File: src/rtl/data_mem_responder.sv
// data_mem_responder: single-port word memory that answers processor load/store
// requests through a small IDLE/WAIT/RESP handshake.
//   - Writes commit at the accept edge and complete one cycle later.
//   - Reads complete RD_WAIT+1 cycles after accept with registered readData.
//   - Word index is address[7:2] taken modulo DEPTH_WORDS.
//   - Storage is not cleared by rst; only the control path and outputs are.
// Optional build macro: ALIGN_CHECK_EN
//   When defined, a request with address[1:0] != 0 is answered one cycle later
//   with resp_valid=1 and err=1 and has no side effects.
//   When undefined, address[1:0] is ignored and err is tied to 0.
module data_mem_responder #(
    parameter int DEPTH_WORDS = 32'd64,
    parameter int RD_WAIT     = 32'd1
) (
    input  logic        clk,
    input  logic        rst,
    input  logic        req_valid,
    input  logic        WR,
    input  logic [7:0]  address,
    input  logic [31:0] writeData,
    output logic [31:0] readData,
    output logic        resp_valid,
    output logic        busy,
    output logic        err
);

    localparam int         IDX_W       = (DEPTH_WORDS > 32'd1) ? $clog2(DEPTH_WORDS) : 32'd1;
    localparam int         WAIT_LOAD_I = (RD_WAIT > 32'd0) ? (RD_WAIT - 32'd1) : 32'd0;
    localparam logic [3:0] WAIT_LOAD   = WAIT_LOAD_I[3:0];
    localparam bit         ZERO_WAIT   = (RD_WAIT == 32'd0);

    typedef enum logic [1:0] {
        IDLE = 2'd0,
        WAIT = 2'd1,
        RESP = 2'd2
    } state_t;

    // Fold the 6-bit word address into the implemented depth; non power-of-two
    // depths still wrap correctly because a true modulo is used.
    function automatic logic [IDX_W-1:0] wrap_index(input logic [5:0] word);
        logic [31:0] w;
        w = {26'd0, word} % DEPTH_WORDS;
        return w[IDX_W-1:0];
    endfunction

    state_t           state_r;
    logic [3:0]       cnt_r;
    logic [IDX_W-1:0] idx_r;
    logic [31:0]      read_data_r;
    logic             resp_valid_r;
    logic             busy_r;
    logic             err_r;
    logic [31:0]      mem_r [DEPTH_WORDS];

    logic             misalign_s;
    logic             mem_wr_s;
    logic [IDX_W-1:0] addr_idx_s;

    assign addr_idx_s = wrap_index(address[7:2]);

`ifdef ALIGN_CHECK_EN
    assign misalign_s = (address[1:0] != 2'b00);
    assign err        = err_r;
`else
    // Byte offset and the error register have no observable effect in this build.
    logic unused_align_s;
    assign unused_align_s = &{1'b0, address[1:0], err_r};
    assign misalign_s     = 1'b0;
    assign err            = 1'b0;
`endif

    // A write commits exactly when it is accepted: idle, not in reset, aligned.
    assign mem_wr_s = !rst && (state_r == IDLE) && req_valid && WR && !misalign_s;

    assign readData   = read_data_r;
    assign resp_valid = resp_valid_r;
    assign busy       = busy_r;

    // Storage array: written at the accept edge, intentionally outside reset.
    always_ff @(posedge clk) begin
        if (mem_wr_s) begin
            mem_r[addr_idx_s] <= writeData;
        end
    end

    // Request FSM with registered response, busy and error outputs.
    always_ff @(posedge clk) begin
        if (rst) begin
            state_r      <= IDLE;
            cnt_r        <= 4'd0;
            idx_r        <= '0;
            read_data_r  <= 32'd0;
            resp_valid_r <= 1'b0;
            busy_r       <= 1'b0;
            err_r        <= 1'b0;
        end else begin
            case (state_r)
                IDLE: begin
                    if (req_valid) begin
                        if (misalign_s) begin
                            // Rejected access: answer next cycle, no side effects.
                            state_r      <= RESP;
                            busy_r       <= 1'b1;
                            resp_valid_r <= 1'b1;
                            err_r        <= 1'b1;
                        end else if (WR) begin
                            state_r      <= RESP;
                            busy_r       <= 1'b1;
                            resp_valid_r <= 1'b1;
                            err_r        <= 1'b0;
                        end else if (ZERO_WAIT) begin
                            read_data_r  <= mem_r[addr_idx_s];
                            state_r      <= RESP;
                            busy_r       <= 1'b1;
                            resp_valid_r <= 1'b1;
                            err_r        <= 1'b0;
                        end else begin
                            idx_r        <= addr_idx_s;
                            cnt_r        <= WAIT_LOAD;
                            state_r      <= WAIT;
                            busy_r       <= 1'b1;
                            resp_valid_r <= 1'b0;
                            err_r        <= 1'b0;
                        end
                    end else begin
                        state_r      <= IDLE;
                        busy_r       <= 1'b0;
                        resp_valid_r <= 1'b0;
                        err_r        <= 1'b0;
                    end
                end
                WAIT: begin
                    if (cnt_r == 4'd0) begin
                        // Last wait cycle: fetch the latched word into readData.
                        read_data_r  <= mem_r[idx_r];
                        state_r      <= RESP;
                        busy_r       <= 1'b1;
                        resp_valid_r <= 1'b1;
                        err_r        <= 1'b0;
                    end else begin
                        cnt_r        <= cnt_r - 4'd1;
                        state_r      <= WAIT;
                        busy_r       <= 1'b1;
                        resp_valid_r <= 1'b0;
                        err_r        <= 1'b0;
                    end
                end
                RESP: begin
                    // Response pulse lasts one cycle; readData keeps its value.
                    state_r      <= IDLE;
                    busy_r       <= 1'b0;
                    resp_valid_r <= 1'b0;
                    err_r        <= 1'b0;
                end
                default: begin
                    state_r      <= IDLE;
                    cnt_r        <= 4'd0;
                    busy_r       <= 1'b0;
                    resp_valid_r <= 1'b0;
                    err_r        <= 1'b0;
                end
            endcase
        end
    end

endmodule

File: config.mk
export PLATFORM = sky130hd
export DESIGN_NAME = data_mem_responder
export DESIGN_NICKNAME = d
export VERILOG_FILES = /design/src/rtl/data_mem_responder.sv
export SDC_FILE = /design/constraint.sdc
export NUM_CORES = 2
export LEC_CHECK = 0
export BUFFER_PORTS_ARGS = -buffer_cell sky130_fd_sc_hd__buf_2
export CORE_MARGIN = 1.5
export CORE_UTILIZATION = 30
export CTS_BUF_LIST = sky130_fd_sc_hd__clkbuf_16
export DETAILED_ROUTE_END_ITERATION = 8
export GPL_TIMING_DRIVEN = 0
export PLACE_DENSITY = 0.46
export SYNTH_ARGS = -nofsm -noshare
export SYNTH_HDL_FRONTEND = slang
export SYNTH_SLANG_ARGS = --single-unit
File: constraint.sdc
create_clock -name clk -period 7.25 [get_ports clk]
set_input_delay 0.725 -clock clk [delete_from_list [all_inputs] [get_ports clk]]
set_output_delay 0.725 -clock clk [all_outputs]
set_load 0.03 [all_outputs]
==> tab_implementation.tex <==
\begin{tabular}{lr}
\hline
Metric & Value \\
\hline
\multicolumn{2}{l}{\textbf{Status}} \\
\quad Run status & finished, violations left \\
\quad Violated checks & max-capacitance violations, max-slew violations \\
\multicolumn{2}{l}{\textbf{STA}} \\
\quad Final worst path period share & 83.77\% \\
\quad Setup violations, final & 0 \\
\quad Max-slew headroom at the worst pin & -5.395\% \\
\quad Transition at the pin with the smallest max-transition slack & 1.566 ns \\
\quad Max-slew violation count & 2 \\
\quad Setup clock skew after layout & 0.04139 ns \\
\quad Final Hold Fails & 0 \\
\quad Time the final worst path needs with I/O delays and setup & 6.073 ns \\
\quad Final setup margin & 1.177 ns \\
\quad Setup repair after global routing missed its margin & no \\
\quad Setup TNS & 0 ns \\
\quad F\_max & 164.7 MHz \\
\multicolumn{2}{l}{\textbf{Yosys}} \\
\quad Post-Synthesis Mean Instance Area & 21.57 um2 \\
\quad Share of synthesized area occupied by flip-flops and latches & 77.66\% \\
\quad Yosys warning total & 0 \\
\quad FFs w/ async S/R, synth & 0\% \\
\quad Gate count of the mapped netlist & 3,726 \\
\quad EDFF count, synth & 2,048 \\
\quad Most used standard cells in the synthesized netlist & sky130\_fd\_sc\_hd\_\_edfxtp\_1 (2,048), sky130\_fd\_sc\_hd\_\_mux4\_2 (415), sky130\_fd\_sc\_hd\_\_mux2i\_1 (263) \\
\quad Library cells used by synthesis & 65 \\
\quad Most used standard cell by instance count after synthesis & sky130\_fd\_sc\_hd\_\_edfxtp\_1 \\
\quad Net count of the mapped netlist & 3,772 \\
\quad Top flip-flop cell by instance count after synthesis & sky130\_fd\_sc\_hd\_\_edfxtp\_1 \\
\quad Top cells by area, synth & sky130\_fd\_sc\_hd\_\_edfxtp\_1 (77\%), sky130\_fd\_sc\_hd\_\_mux4\_2 (12\%), sky130\_fd\_sc\_hd\_\_mux2i\_1 (3.3\%) \\
\quad Share of the synthesized area in the top cell type & 76.54\% \\
\quad Leading area contributor after synthesis & sky130\_fd\_sc\_hd\_\_edfxtp\_1 \\
\quad Netlist area before placement & 0.08035 mm2 \\
\quad FF+latch count, synth & 2,093 \\
\multicolumn{2}{l}{\textbf{Detailed routing}} \\
\quad WL/cell & 34.62 um \\
\quad Vias post-DR & 41,521 \\
\quad Antenna viol nets, final & 0 \\
\quad Post-route DRC violation count & 0 \\
\quad Violation count after the first detailed-routing iteration & 5,176 \\
\quad Total detailed-routing wirelength & 271,900 um \\
\quad Vias per std cell & 5.286 \\
\quad Number of optimization iterations in the first detailed-route pass & 6 \\
\multicolumn{2}{l}{\textbf{Floorplanning}} \\
\quad Starting density of the core & 30.23\% \\
\quad Io pins & 79 \\
\quad Floorplan die area & 0.2710 mm2 \\
\quad Row Count & 189 \\
\quad Horiz. Die Dim & 520.5 um \\
\quad Die outline height & 520.5 um \\
\quad Core area & 0.2658 mm2 \\
\multicolumn{2}{l}{\textbf{Worst setup path}} \\
\quad Startpoint of the worst register-to-register path & idx\_r[1] \\
\quad Capturing element type of the critical path & flip-flop \\
\quad Worst-path maximum fanout & 10 \\
\quad Endpoint of the lowest-slack register-to-register path & readData[24] \\
\quad Kind of start point of the critical path & flip-flop \\
\quad Required time of the worst setup path & 7.83 ns \\
\quad Critical path arrival & 6.65 ns \\
\quad Depth of the worst register-to-register path & 8 \\
\quad CP Class & flip-flop to flip-flop \\
\quad Worst R2R Setup Slack & 1.18 ns \\
\multicolumn{2}{l}{\textbf{GRT}} \\
\quad Overall overflow remaining after global route & 0 \\
\quad GRT Total Usage & 19.85\% \\
\quad Initial antenna violation count & 25 \\
\quad Vias in the first global route & 41,240 \\
\quad Global-route wire length before repair & 365,700 um \\
\quad Maximum number of pins on one net before global-route repair & 65 \\
\multicolumn{2}{l}{\textbf{CTS}} \\
\quad Post-CTS Setup Inserts & 0 \\
\quad Clock Path Buffers & 3 \\
\quad Clk slew on worst S/H paths & 0.06 ns \\
\quad Total of hold buffers inserted after clock tree synthesis & 0 \\
\quad TritonCTS clock tree & done \\
\quad CTS HTree Levels & 4 \\
\quad Num Clock Sinks & 2,093 \\
\quad Number of buffers added by the clock tree synthesis step & 220 \\
\quad Cells resized by post-CTS repair & 0 \\
\quad Master cell of the clock root buffer & sky130\_fd\_sc\_hd\_\_clkbuf\_16 \\
\quad Insertion delay of the later-clocked pin in the worst-skew pair & 0.87 ns \\
\multicolumn{2}{l}{\textbf{Cells and area}} \\
\quad Share of cells above drive strength 1 & 25.67\% \\
\quad Layout net count & 4,165 \\
\quad Filler Cell Count & 24,725 \\
\quad Combined area of the multi-input logic cells & 0.01726 mm2 \\
\quad Growth of design area from synthesis to finish & 17.81\% \\
\quad Storage cell area & 0.06240 mm2 \\
\multicolumn{2}{l}{\textbf{Power and ir drop}} \\
\quad Pwr per Cell Area & 269.4 mW/mm2 \\
\quad Total Power Consumption & 25.50 mW \\
\quad Worst IR Drop VDD & 0.2576 mV \\
\quad Leakage power total & 28.73 nW \\
\multicolumn{2}{l}{\textbf{Worst hold path}} \\
\quad Hold Path End & resp\_valid \\
\quad Source of the worst hold timing path & rst \\
\quad Hold Path Cell Cnt & 2 \\
\quad Hold WC Path Type & primary input to flip-flop \\
\multicolumn{2}{l}{\textbf{Job}} \\
\quad Max-capacitance violation count & 2 \\
\multicolumn{2}{l}{\textbf{Placement}} \\
\quad Number of input and output port buffers inserted & 72 \\
\quad Placement-stage worst setup slack & 1.363 ns \\
\quad Final GP Congestion & 0.8271 \\
\quad DP Wirelength & 183,100 um \\
\hline
\end{tabular}
-- per-stage QoR --
step / hold slack [ns] / std cells / cell area, um2 / util (%)
4_1_cts: 0.04660 / 7841 / 94530 / 35.56
2_1_floorplan: 0.4813 / 3726 / 80350 / -
6_report: 0.1105 / 7855 / 94660 / 35.61
5_1_grt: 0.07982 / 7847 / 94640 / 35.61
3_3_place_gp: 0.5262 / 7331 / 85130 / 32.03
3_5_place_dp: 0.5264 / 7425 / 87600 / 32.96
-- worst max-delay path by stage --
stage | startpoint | end | slack, ns | cells past startpoint
after floorplan | req_valid | mem_r[31][0] | 3.83 | 4
after global placement | req_valid | mem_r[23][17] | 0.27 | 5
after detailed placement | idx_r[1] | readData[24] | 1.36 | 8
after CTS | idx_r[1] | readData[24] | 1.33 | 8
after global routing | idx_r[1] | readData[24] | 1.38 | 8
final | idx_r[1] | readData[24] | 1.18 | 8
-- state kept, by name, indices dropped and copies added, names as in the netlist --
| register | flops |
|---|---|
| cnt_r | 4 |
| resp_valid | 1 |
| idx_r | 6 |
| readData | 32 |
| state_r | 1 |
| mem_r | 2048 |
| busy | 1 |
-- logic make-up (layout without fill, tap and decap cells) --
logic type	count (synthesis)	after routing	synth area share [%]
other	1	10	0.004667
DFF	2093	2093	77.66
AOI/OAI and AO/OA	371	371	3.376
muxes	719	719	15.59
adders and majority gates	2	2	0.03114
and+or+nand+nor	315	315	1.833
xor gates and xnor gates	2	2	0.02180
buffers and inverters	223	810	1.481
-- worst max-delay path, stage by stage, from the launching register on --
cell	delay (ns)
sky130_fd_sc_hd__dfxtp_1	0.42
sky130_fd_sc_hd__buf_2	0.47
sky130_fd_sc_hd__buf_1	0.98
sky130_fd_sc_hd__buf_2	0.59
sky130_fd_sc_hd__buf_2	0.46
sky130_fd_sc_hd__clkbuf_1	0.96
sky130_fd_sc_hd__nor3_1	0.35
sky130_fd_sc_hd__a211oi_1	0.91
sky130_fd_sc_hd__o21ai_0	0.59
-- cells in the final DEF (no fill, tap or decap), types with 21 or more instances in the layout --
cell type	synthesis	layout
sky130_fd_sc_hd__o221ai_1	66	66
sky130_fd_sc_hd__nor3_1	39	39
sky130_fd_sc_hd__and2_1	21	21
sky130_fd_sc_hd__nand3_1	22	22
sky130_fd_sc_hd__buf_12	1	79
sky130_fd_sc_hd__clkbuf_1	102	98
sky130_fd_sc_hd__mux2_2	35	35
sky130_fd_sc_hd__mux2i_1	263	263
sky130_fd_sc_hd__dfxtp_1	45	45
sky130_fd_sc_hd__clkinv_1	1	67
sky130_fd_sc_hd__o21ai_0	24	24
sky130_fd_sc_hd__a21oi_1	58	58
sky130_fd_sc_hd__mux4_2	415	415
sky130_fd_sc_hd__a22oi_1	26	26
sky130_fd_sc_hd__nor2_4	0	64
sky130_fd_sc_hd__nor2_1	91	26
sky130_fd_sc_hd__clkbuf_16	0	222
sky130_fd_sc_hd__edfxtp_1	2048	2048
sky130_fd_sc_hd__nand2_1	93	93
sky130_fd_sc_hd__o22ai_1	57	57
sky130_fd_sc_hd__inv_1	4	53
sky130_fd_sc_hd__buf_4	42	47
sky130_fd_sc_hd__buf_2	44	113
sky130_fd_sc_hd__a221oi_1	33	33
sky130_fd_sc_hd__clkinv_2	0	47
-- where the power goes --
part / switching [mW] / leakage, nW / total, mW / internal, mW
registers: 0.0274 / 18.8 / 13.3 / 13.3
clock network: 4.83 / 3.58 / 10.8 / 6.02
logic: 0.914 / 6.38 / 1.32 / 0.407
-- layer usage --
metal | global-route usage, % | share of wire, % | vias to the layer above
li1 | - | - | 16617
met1 | 27.17 | 42 | 22876
met2 | 31.98 | 47 | 1657
met3 | 3.529 | 7.1 | 365
met4 | 6.466 | 3.3 | 6
met5 | 0 | 0.011 | -
-- layout make-up --
type / count / share of cell area (%)
well taps: 3533 / 4.670
multi-input cells: 1410 / 18.23
plain buffers: 217 / 1.240
clock inverters: 194 / 1.443
repair buffers: 171 / 2.583
flip-flops and latches: 2093 / 65.92
inverters: 6 / 0.02379
diodes: 9 / 0.02379
clock buffers: 222 / 5.869
(Power assumes the default switching activity.)
